**config.mk**
```make
export PLATFORM = sky130hd
export DESIGN_NAME = pixel_stream_monitor
export DESIGN_NICKNAME = d
export VERILOG_FILES = /design/src/rtl/pixel_stream_monitor.sv
export SDC_FILE = /design/constraint.sdc
export NUM_CORES = 1
export LEC_CHECK = 0
export BUFFER_PORTS_ARGS = -buffer_cell sky130_fd_sc_hd__clkbuf_2
export CORE_ASPECT_RATIO = 1.25
export CORE_MARGIN = 10
export CORE_UTILIZATION = 40
export CTS_BUF_LIST = sky130_fd_sc_hd__clkbuf_2 sky130_fd_sc_hd__clkbuf_4 sky130_fd_sc_hd__clkbuf_8
export DETAILED_ROUTE_END_ITERATION = 7
export PLACE_DENSITY = 0.67
export RECOVER_POWER = 25
export SKIP_LAST_GASP = 1
export SYNTH_ARGS = -nofsm -noshare
export SYNTH_HDL_FRONTEND = slang
export SYNTH_SLANG_ARGS = --single-unit
```
**constraint.sdc**
```tcl
create_clock -name clk -period 3.1 [get_ports clk]
set_clock_uncertainty 0.1 [all_clocks]
set_input_delay 0.155 -clock clk [delete_from_list [all_inputs] [get_ports clk]]
set_output_delay 0.155 -clock clk [all_outputs]
set_load 0.05 [all_outputs]
```
**src/rtl/pixel_stream_monitor.sv**
```systemverilog
// Measures line length, line count and a per-frame pixel sum from a pixel stream.
// Optional macro PIXEL_CHECKSUM_EN builds the 16-bit checksum accumulator; without it, checksum reads 0.
module pixel_stream_monitor #(
  parameter int EXP_PIXELS = 640,
  parameter int EXP_LINES  = 480
) (
  input  logic        clk,
  input  logic        reset_n,
  input  logic [9:0]  pixel_in,
  input  logic        line_valid,
  input  logic        frame_valid,
  input  logic        clr_err,
  output logic [11:0] pix_cnt_last,
  output logic [11:0] line_cnt_last,
  output logic [15:0] frame_cnt,
  output logic        frame_done,
  output logic        len_err,
  output logic        lines_err,
  output logic        proto_err,
  output logic [15:0] checksum,
  output logic [1:0]  fsm_state
);

  typedef enum logic [1:0] {
    SYNC    = 2'd0,
    WAIT_FV = 2'd1,
    ACTIVE  = 2'd2
  } state_t;

  localparam logic [11:0] CNT_MAX   = 12'hFFF;
  localparam logic [11:0] EXP_PIX_W = 12'(EXP_PIXELS);
  localparam logic [11:0] EXP_LIN_W = 12'(EXP_LINES);

  state_t      state, state_nxt;
  logic        fv_d, lv_d;
  logic [11:0] pix_cnt, line_cnt, last_pix;
  logic        fv_rise, fv_fall, frame_start;
  logic        pix_take, line_close, frame_close;
  logic [11:0] pix_inc, line_inc, frame_pix, frame_lines;

  assign fsm_state = state;

  // Edges compare the live qualifier with its one-cycle-old copy.
  always_comb begin
    fv_rise     = frame_valid & ~fv_d;
    fv_fall     = ~frame_valid & fv_d;
    pix_take    = (state == ACTIVE) & line_valid & frame_valid;
    frame_close = (state == ACTIVE) & fv_fall;
    // An open line is closed by its own falling edge or by the frame ending under it.
    line_close  = (state == ACTIVE) & lv_d & (~line_valid | fv_fall);
    pix_inc     = (pix_cnt == CNT_MAX) ? pix_cnt : pix_cnt + 12'd1;
    line_inc    = (line_cnt == CNT_MAX) ? line_cnt : line_cnt + 12'd1;
    frame_pix   = line_close ? pix_cnt : last_pix;
    frame_lines = line_close ? line_inc : line_cnt;
  end

  always_comb begin
    state_nxt   = state;
    frame_start = 1'b0;
    case (state)
      SYNC:    if (!frame_valid) state_nxt = WAIT_FV;
      WAIT_FV: begin
        if (fv_rise) begin
          state_nxt   = ACTIVE;
          frame_start = 1'b1;
        end
      end
      ACTIVE:  if (fv_fall) state_nxt = WAIT_FV;
      default: state_nxt = SYNC;
    endcase
  end

  always_ff @(posedge clk or negedge reset_n) begin
    if (!reset_n) state <= SYNC;
    else          state <= state_nxt;
  end

  always_ff @(posedge clk or negedge reset_n) begin
    if (!reset_n) begin
      fv_d          <= 1'b0;
      lv_d          <= 1'b0;
      pix_cnt       <= '0;
      line_cnt      <= '0;
      last_pix      <= '0;
      pix_cnt_last  <= '0;
      line_cnt_last <= '0;
      frame_cnt     <= '0;
      frame_done    <= 1'b0;
      len_err       <= 1'b0;
      lines_err     <= 1'b0;
      proto_err     <= 1'b0;
    end else begin
      fv_d       <= frame_valid;
      lv_d       <= line_valid;
      frame_done <= frame_close;
      if (frame_start) begin
        pix_cnt  <= '0;
        line_cnt <= '0;
        last_pix <= '0;
      end else if (line_close) begin
        line_cnt <= line_inc;
        last_pix <= pix_cnt;
        pix_cnt  <= '0;
      end else if (pix_take) begin
        pix_cnt <= pix_inc;
      end
      if (frame_close) begin
        pix_cnt_last  <= frame_pix;
        line_cnt_last <= frame_lines;
        frame_cnt     <= frame_cnt + 16'd1;
      end
      // Sticky flags: a set condition in the clearing cycle wins.
      len_err   <= (line_close & (pix_cnt != EXP_PIX_W)) | (len_err & ~clr_err);
      lines_err <= (frame_close & (frame_lines != EXP_LIN_W)) | (lines_err & ~clr_err);
      proto_err <= (line_valid & ~frame_valid) | (proto_err & ~clr_err);
    end
  end

`ifdef PIXEL_CHECKSUM_EN
  logic [15:0] acc;

  always_ff @(posedge clk or negedge reset_n) begin
    if (!reset_n) begin
      acc      <= '0;
      checksum <= '0;
    end else begin
      if (frame_start)   acc <= '0;
      else if (pix_take) acc <= acc + {6'd0, pixel_in};
      if (frame_close)   checksum <= acc;
    end
  end
`else
  logic pixel_unused;
  assign pixel_unused = ^pixel_in;
  assign checksum     = '0;
`endif

endmodule

```
---- Word level (Yosys, flattened, before mapping) ----
Index checks and enable logic that the tools add are counted.
operators by class
  $add $sub $neg .......................... 3
  reductions and logical operators ........ 4
  equal/unequal tests ..................... 10
  mux-type cells .......................... 15
  bitwise gates (word level) .............. 21
operators with widths
  operator               number
  $mux 12                9
  $add 12x1->12 const B  2
  $eq 12x12->1 const B   2
  $add 16x1->16 const B  1
  $and 1x1->1            13
  $ne 12x10->1 const B   1
  $ne 12x9->1 const B    1
  $mux 2                 3
  $ne 2x2->1 const B     3
  $pmux 2 s3             1
  $not 1->1              4
  $or 1x1->1             4
  $ne 3x3->1 const B     1
  $reduce_and 3->1       1
  $reduce_bool 3->1      1
  $eq 2x1->1 const B     1
  $eq 2x2->1 const B     1
  $logic_not 2->1        1
  $mux 1                 2
  $reduce_and 2->1       1
word-level totals
  output and inout port bits .............. 62
  input bits .............................. 15
  word-level logic and storage cells ...... 66
  bits in registers ....................... 84

---- Logic depth before layout (Yosys ltp) ----
Gate-level depths: netlist of the first run.
  depth in word-level cells ............... 8
  mapped depth ............................ 8
  depth with buffers taken out ............ 8

---- Least setup slack after synthesis of the first run ----
Ideal clock, no wire load.
  path kind ............................... register -> register
  start point ............................. reg state[1] (netlist: fsm_state[1])
  end point ............................... reg frame_cnt[12]
  period minus slack after synthesis ...... 2.273 ns
  path buffers ............................ 0
  data arrival time ....................... 2.031 ns
  data required time ...................... 2.858 ns
  library setup time ...................... 0.142 ns
  stages on the path, launching flop included .. 9
  slack ................................... 0.827 ns
  cell sequence ........................... dfrtp_1 and2b_1 nand2b_1 clkinv_1 and3_1 nand2_1 or2_2 nand2b_1 xnor2_1
between the ends
  word-level cells in the longest chain between the ends .. 2
ends and longest elaborated chain
  item                      RTL line  RTL
  start: declaration        34        state_t state, state_nxt;
  start signal: assignment  75        else state <= state_nxt;
  $eq 2x2->1                48        frame_close = (state == ACTIVE) & fv_fall;
  $and 1x1->1               48
  via frame_close           38        logic pix_take, line_close, frame_close;
  end signal: assignment    110       frame_cnt <= frame_cnt + 16'd1;
  end: declaration          15        output logic [15:0] frame_cnt,
The timed path passes the listed nets, and every way through them passes these cells.
A chain may end at the register's enable or synchronous reset.

---- Worst setup path after layout of the first run ----
  start point ............................. in frame_valid
  end point ............................... reg lines_err
between the ends
  word-level cells in the longest chain between the ends .. 8
  elaborated cells on any way between the ends .. 9
  those cells by class .................... eq/ne: 1; mux: 1; bitwise: 7
ends and longest elaborated chain
  item                    RTL line  RTL
  start: declaration      11        input logic frame_valid,
  $not 1->1 *             46        fv_fall = ~frame_valid & fv_d;
  $and 1x1->1 *           46
  $or 1x1->1              50        line_close = (state == ACTIVE) & lv_d & (~line_valid | fv_fall);
  $and 1x1->1             50
  $mux 12                 -
  $ne 12x9->1             114       lines_err <= (frame_close & (frame_lines != EXP_LIN_W)) | (lines_err & ~clr_err);
  $and 1x1->1 *           114
  $or 1x1->1 *            114
  end signal: assignment  114
  end: declaration        18        output logic lines_err,
Every way passes the cells marked *; elsewhere a longest branch is shown, timed or not.

==> results of run 1 <==
-- kinds of logic (layout without fill, tap and decap cells) --
group                    count (synthesis)  in the layout  synth area share (%)
buffers and inverters                   34             80                 4.933
adder cells (fa/ha/maj)                  4              4                 1.307
other                                    1             16               0.09791
multiplexers                            19             19                 4.966
AND/OR/NAND/NOR                        150            150                 20.03
AO/OA/AOI/OAI                           38             38                 6.011
flip-flops                              84             84                 54.88
XOR/XNOR                                34             34                 7.775
-- worst max path at each step --
stage | startpoint | to | cells past startpoint
6_report | frame_valid | lines_err | 8
4_1_cts | line_cnt[3] | lines_err | 6
3_5_place_dp | line_cnt[3] | lines_err | 6
5_1_grt | reset_n | pix_cnt[11] | 2
3_3_place_gp | line_cnt[3] | lines_err | 6
2_1_floorplan | fsm_state[1] | frame_cnt[12] | 8
-- power groups by stage --
stage | logic, mW | clock network (mW) | registers (mW)
finish | 0.285 | 0.797 | 1.18
global route | 0.308 | 0.872 | 1.19
CTS | 0.295 | 0.823 | 1.18
detailed placement | 0.289 | 0 | 1.20
global placement | 0.287 | 0 | 1.20
floorplan | 0.139 | 0 | 1.28
-- cells in the mapped netlist (2+ instances only) --
cell type  number
o21ai_0        25
ha_1            4
nand3_1        13
buf_4          16
nand2b_1        5
nand2_1        45
and3_1          8
a211oi_1        2
and4_1          2
o22ai_1         3
clkbuf_1       10
dfrtp_1        84
xor2_1         19
mux2i_1        19
a21o_1          2
a21oi_2         2
xnor2_1        15
nor2_1         45
and2_1          2
nand4_1        11
inv_1           6
nand4b_1        2
-- cell usage in the layout, fill, tap and decap left out, types with 2 or more instances in the layout --
cell type / count
inv_1: 6
clkbuf_2: 5
nand2_1: 45
nand4b_1: 2
o21ai_0: 25
buf_4: 3
a21oi_2: 2
xnor2_1: 15
nand3_1: 13
clkinvlp_4: 3
a21o_1: 2
and4_1: 2
and2_1: 2
nand2b_1: 6
clkbuf_1: 45
clkbuf_8: 10
dlygate4sd3_1: 4
dfrtp_1: 84
conb_1: 16
mux2i_1: 19
nand4_1: 11
a211oi_1: 2
o22ai_1: 3
ha_1: 4
xor2_1: 19
nor2_1: 45
and3_1: 8
-- layout make-up --
| cell class | count | area [um2] | area share [%] |
|---|---|---|---|
| Inverter | 7 | 26.28 | 0.6043 |
| Sequential cell | 84 | 2102 | 48.35 |
| Timing Repair Buffer | 57 | 256.5 | 5.899 |
| Multi-Input combinational cell | 261 | 1603 | 36.86 |
| Clock inverter | 5 | 61.31 | 1.410 |
| Clock buffer | 11 | 145.1 | 3.338 |
| Tap cell | 123 | 153.9 | 3.540 |
-- through the flow --
stage / total power [mW] / instance area (um2)
2_1_floorplan: 1.417 / 3886
3_3_place_gp: 1.485 / 4168
3_5_place_dp: 1.490 / 4168
4_1_cts: 2.296 / 4414
5_1_grt: 2.365 / 4348
6_report: 2.260 / 4348
-- what timing repair did --
item / in CTS / in global routing
hold buffers: 4 / 0
buffers inserted: 0 / 0
hold endpoints to repair: 88 / 0
-- sequential cells by signal, summed over array words and instances (netlist names), 2 cells and up --
signal         cells
fsm_state          2
last_pix          12
pix_cnt           12
pix_cnt_last      12
frame_cnt         16
line_cnt_last     12
line_cnt          12
-- worst register-to-register path, cell delays in order, from the launching register on --
cell,delay [ns]
dfrtp_1,0.47
and4_4,0.29
and3_4,0.20
nand3_2,0.07
mux2i_1,0.26
or4b_1,0.47
o22a_1,0.19
-- metal layers --
metal / global-route usage, % / routed length (um)
met1: 12.83 / 3304
met2: 18.78 / 3825
met3: 3.373 / 421
met4: 5.197 / 139
met5: 0 / 0
==> run metrics, run 1 <==
reg2reg path depth=6; hold depth=2; layout cells sized above 1=under 10%; hold path startpoint=line_cnt_last[3]; R2R Path Start=line_cnt[3]; worst path bufs/invs=2; CTS tree=done; starting density of the core=41.31%; Max-Cap Viols=1; r2r setup slk=0.94 ns; fin nets=439; Power Internal=about 1.6 mW; Peak supply drop=0.0001950 V; outcome=finished with violations; Die ar.=13910 um2; WL/cell=14.03 um; Hold EP=line_cnt_last[3]; hold_ws=approximately 0.38 ns; num ports=77; failing checks=max-capacitance violations, max-slew violations; Resize count post-CTS=0; die height=about 130 um; slew of the pin with the lowest slew margin=1.993 ns; netlist area before placement=roughly 3800 um2; core area=between 9000 and 10000 um2; yosys warns=0; hold violation count in the final report=0; register bit count reported by yosys=84; Tot GR Track Use=11.20%; GR Overflow Total=0; Fillers=a little under 900; Net Sw Power=0.6623 mW; detailed placement HPWL=5.508 mm; area growth from synthesis to layout=13.52%; Sw Ratio=about 29%; CP top delay family=simple AND/OR/NAND/NOR gates; Worst-Skew Late Latency=0.36 ns; Bufs on Longest Clock Path=2; maximum clock frequency=about 430 MHz; fin. max-slew vios=85; RSZ-0062 raised after global routing=no; slowest stage cell, crit path=or4b_1; pre-CTS WS=0.9602 ns; worst rel slew slack=-32.86%; initial antenna violation count=0; row cnt=39; vias after detailed routing=2615; Post-Syn Area per Cell=10.52 um2; WS Path Type=in -> reg; largest net degree at the start of global routing=85; global-route wire length before repair=12.64 mm; EDFF count, synth=0; Synth area leader=dfrtp_1; crit-path max FO=6; clk root buf=clkbuf_8; H-Tree Depth=3; clock share of power=35.3%; arrival time at the worst endpoint=between 2 and 2.5 ns; ANT nets after route=0; CP peak stage delay=~0.54 ns; violation count after the first detailed-route iteration=130; Placed Instances=528; Setup crit start kind=input pin; Flop pwr share=52.1%; top-area cell type share of the netlist area=between 50 and 60%; IO buf count=50; min cycle time layout=around 2.3 ns; setup ws final=0.7899 ns; ys async rst share=100.0%; Die X=107.5 um; P_leak=2.010 nW; Post-Syn Instances=364; period utilization=74.52%; ys flop type=dfrtp_1; vias in the first global route=2584; Area contributors post-synth=dfrtp_1 55%, mux2i_1 5.0%, nand2_1 4.4%; Power Density=between 500 and 600 nW/um2; GPL Wtd Cong=0.7912; Hold Crit Class=reg -> reg; utilization after layout=46.90%; Final TNS setup=0 ns; DRC viols=0; CP Cell Sequence=dlygate4sd3_1, clkbuf_1, nand2b_1, a21o_1, nor2_1, mux2i_1, or4b_1, o22a_1; required time worst endpoint=3.25 ns; antenna cells=0; Seq/Total Area, Yosys=54.88%; cts bufs inserted=9; Worst R2R End=lines_err; Via density=~4.8; Initial DRT Pass Iterations=3; Final Non-Filler Cells=between 500 and 600; clock-pin slew on the worst setup and hold paths=around 0.080 ns; combinational share of power=12.6%; Cell variety after synth=46; clock sink count=84; final setup fails=0; CP endpoint kind=flop; final wirelength=a little under 8 mm
Power figures use the tool's default switching activity.
==> inputs of run 2 (changes only) <==
--- a/config.mk
+++ b/config.mk
@@ -11,7 +11,7 @@
 export CORE_UTILIZATION = 40
 export CTS_BUF_LIST = sky130_fd_sc_hd__clkbuf_2 sky130_fd_sc_hd__clkbuf_4 sky130_fd_sc_hd__clkbuf_8
 export DETAILED_ROUTE_END_ITERATION = 7
-export PLACE_DENSITY = 0.67
+export PLACE_DENSITY = 0.7
 export RECOVER_POWER = 25
 export SKIP_LAST_GASP = 1
 export SYNTH_ARGS = -nofsm -noshare
==> constraint.sdc (replaced) <==
create_clock -name clk -period 2 [get_ports clk]
set_clock_uncertainty 0.1 [all_clocks]
set_input_delay 0.1 -clock clk [delete_from_list [all_inputs] [get_ports clk]]
set_output_delay 0.1 -clock clk [all_outputs]
set_load 0.05 [all_outputs]
==> run 2 against run 1 <==
The flow now finishes without violations. First-iteration DRC count decreased by 28%. Worst hold slack lost 0.13 ns. Sequential power rose by 54%. Non-clock buffer count is 30 higher. Design area grew 8.9%. Routed wire length up 8.7%. Sequential share of layout area down 3.8 points. Core utilization up 4.2 points. Final cell count rose by 5.3%. Total power grew 62%. Register-to-register slack got worse by 0.90 ns. Largest cell class unchanged. Largest power group unchanged. Highest routed layer unchanged.
==> run metrics, run 2 (synthesis results as in run 1) <==
outcome=finished, final reports clean (was finished with violations); area occupied by multi-input gates=1674 um2 (was 1603 um2); CP Cell Sequence=dlygate4sd3_1, clkbuf_2, nand2b_4, a21o_4, nor2_2, mux2i_1, or4b_1, o22a_1 (was dlygate4sd3_1, clkbuf_1, nand2b_1, a21o_1, nor2_1, mux2i_1, or4b_1, o22a_1); CP endpoint kind=flop (unchanged); IO buf count=50 (unchanged); WP depth=8 (unchanged); maximum clock frequency=between 500 and 600 MHz; r2r setup slk=0.04 ns (was 0.94 ns); core area=9271 um2 (unchanged); Setup crit start kind=input pin (unchanged); hold violation count in the final report=0 (unchanged); met3 routed WL=398 um (was 421 um); hold_ws=0.2445 ns (was 0.3777 ns); DRC viols=0 (unchanged); most frequent cells in the layout=79 x dfrtp_1, 50 x clkbuf_2, 45 x nand2_1 (was 84 x dfrtp_1, 45 x nand2_1, 45 x nor2_1, 45 x clkbuf_1, 25 x o21ai_0); arrival time at the worst endpoint=2.11 ns (was 2.46 ns); Placed Area=4395 um2 (was 4168 um2); initial antenna violation count=0 (unchanged); slew of the pin with the lowest slew margin=0.7482 ns (was 1.993 ns); crit-path max FO=6 (unchanged); num ports=77 (unchanged); slowest stage cell, crit path=dlygate4sd3_1 (was or4b_1); Max-Cap Viols=0 (was 1); WL/cell=14.48 um (was 14.03 um); Tot GR Track Use=12.08% (was 11.20%); largest net degree at the start of global routing=50 (was 85); layout cells sized above 1=27.53% (was 8.235%); H-Tree Depth=3 (unchanged); reg2reg path depth=6 (unchanged); fin. max-slew vios=0 (was 85); ANT nets after route=0 (unchanged); required time worst endpoint=2.14 ns (was 3.25 ns); Max Used Layer=met4 (unchanged); antenna cells=0 (unchanged); Bufs on Longest Clock Path=2 (unchanged); fin nets=469 (was 439); Crit. Startpoint=frame_valid (unchanged); die height=129.4 um (unchanged); global-route wire length before repair=13.60 mm (was 12.64 mm); met2 wire len=4.480 mm (was 3.825 mm); violation count after the first detailed-route iteration=93 (was 130); Worst Setup EP=lines_err (unchanged); row cnt=39 (unchanged); Fillers=845 (was 879); R2R Path Start=line_cnt[10] (was line_cnt[3]); GPL Wtd Cong=0.8210 (was 0.7912); cts bufs inserted=9 (unchanged); worst path bufs/invs=2 (unchanged); CP top delay family=simple AND/OR/NAND/NOR gates (unchanged); Die ar.=13910 um2 (unchanged); CTS tree=done (unchanged); Register Area=2108 um2 (was 2102 um2); min cycle time layout=1.966 ns; final setup fails=0 (unchanged); Die X=107.5 um (unchanged); max reg flops=16 (unchanged); P_leak=2.350 nW (was 2.010 nW); vias after detailed routing=2817 (was 2615); vias in the first global route=2830 (was 2584); Via density=4.882 (was 4.772); Peak supply drop=0.0003290 V (was 0.0001950 V); detailed placement HPWL=6.301 mm (was 5.508 mm); clock-pin slew on the worst setup and hold paths=0.07 ns (was 0.08 ns); RSZ-0062 raised after global routing=yes (was no); clk root buf=clkbuf_8 (unchanged); Initial DRT Pass Iterations=4 (was 3); area growth from synthesis to layout=23.62% (was 13.52%); Worst-Skew Late Latency=0.36 ns (about the same); Hold Crit Class=in -> async (was reg -> reg); Power Density=773.2 nW/um2 (was 519.8 nW/um2); Worst R2R End=lines_err (unchanged); GR Overflow Total=0 (unchanged); met1 WL=3.287 mm (was 3.304 mm); Biggest register=frame_cnt (unchanged); period utilization=a little over nine tenths; CP peak stage delay=0.53 ns (was 0.54 ns); total chip power=3.661 mW (was 2.260 mW); WS Path Type=in -> reg (unchanged); commonest non-fill, non-tap cell in the layout=dfrtp_1 (unchanged); clock sink count=84 (unchanged); starting density of the core=41.31% (unchanged); final wirelength=8.356 mm (was 7.690 mm); worst rel slew slack=50.12% (was -32.86%); Final Cell Area=4735 um2 (was 4348 um2)
==> run 2: changes by cell type in the layout (fill, tap and decap cells not counted), sizes merged <==
cell and delta:
buf +30, bufinv +1, clkbuf +2, clkinv -1, clkinvlp -3
==> run 2: final cells by class <==
cell class / instances / area share, %
Clock buffer: 13 / 3.383
Timing Repair Buffer: 87 / 11.63
Inverter: 7 / 0.5814
Tap cell: 123 / 3.251
Multi-Input combinational cell: 261 / 35.36
Sequential cell: 84 / 44.53
Clock inverter: 2 / 1.268
==> run 2: layer usage <==
layer / vias to the layer above / track usage, %
met4: 0 / 6.929
met1: 1386 / 13.00
li1: 1369 / -
met5: - / 0
met2: 50 / 21.14
met3: 12 / 2.927
==> run 2: how the worst min path moves through the flow <==
stage                  from          endpoint  slack, ns  cells after the start
floorplan           reset_n      frame_cnt[0]      -0.30                      0
global placement    reset_n  line_cnt_last[5]      -0.05                      1
detailed placement  reset_n  line_cnt_last[5]      -0.05                      1
CTS                 reset_n       line_cnt[1]       0.11                      2
global route        reset_n       line_cnt[1]       0.32                      2
finish              reset_n  line_cnt_last[5]       0.24                      2
==> run 2: per-stage QoR <==
step                worst slack [ns]  setup TNS [ns]  utilization, %  std cells
floorplan                   -0.07102         -0.1296               -        379
global placement             0.04672               0           47.41        552
detailed placement          -0.01714        -0.01714           47.41        552
CTS                          0.01419               0           50.23        571
global route                -0.02278        -0.08131           51.07        577
finish                       0.03415               0           51.07        577
==> run 2: power breakdown <==
| part | total, mW | leakage [nW] | switching, mW | internal [mW] |
|---|---|---|---|---|
| sequential | 1.82 | 1.15 | 0.0622 | 1.75 |
| combinational | 0.515 | 1.09 | 0.378 | 0.137 |
| clock | 1.33 | 0.114 | 0.557 | 0.773 |
==> run 2: repair_timing <==
item / CTS / global route
gates resized for setup: 1 / 7
buffers inserted: 0 / 6
cloned: 0 / 0
pin swaps: 0 / 1
setup endpoints to repair: 1 / 10
hold endpoints to repair: 88 / 0
hold buffers: 4 / 0
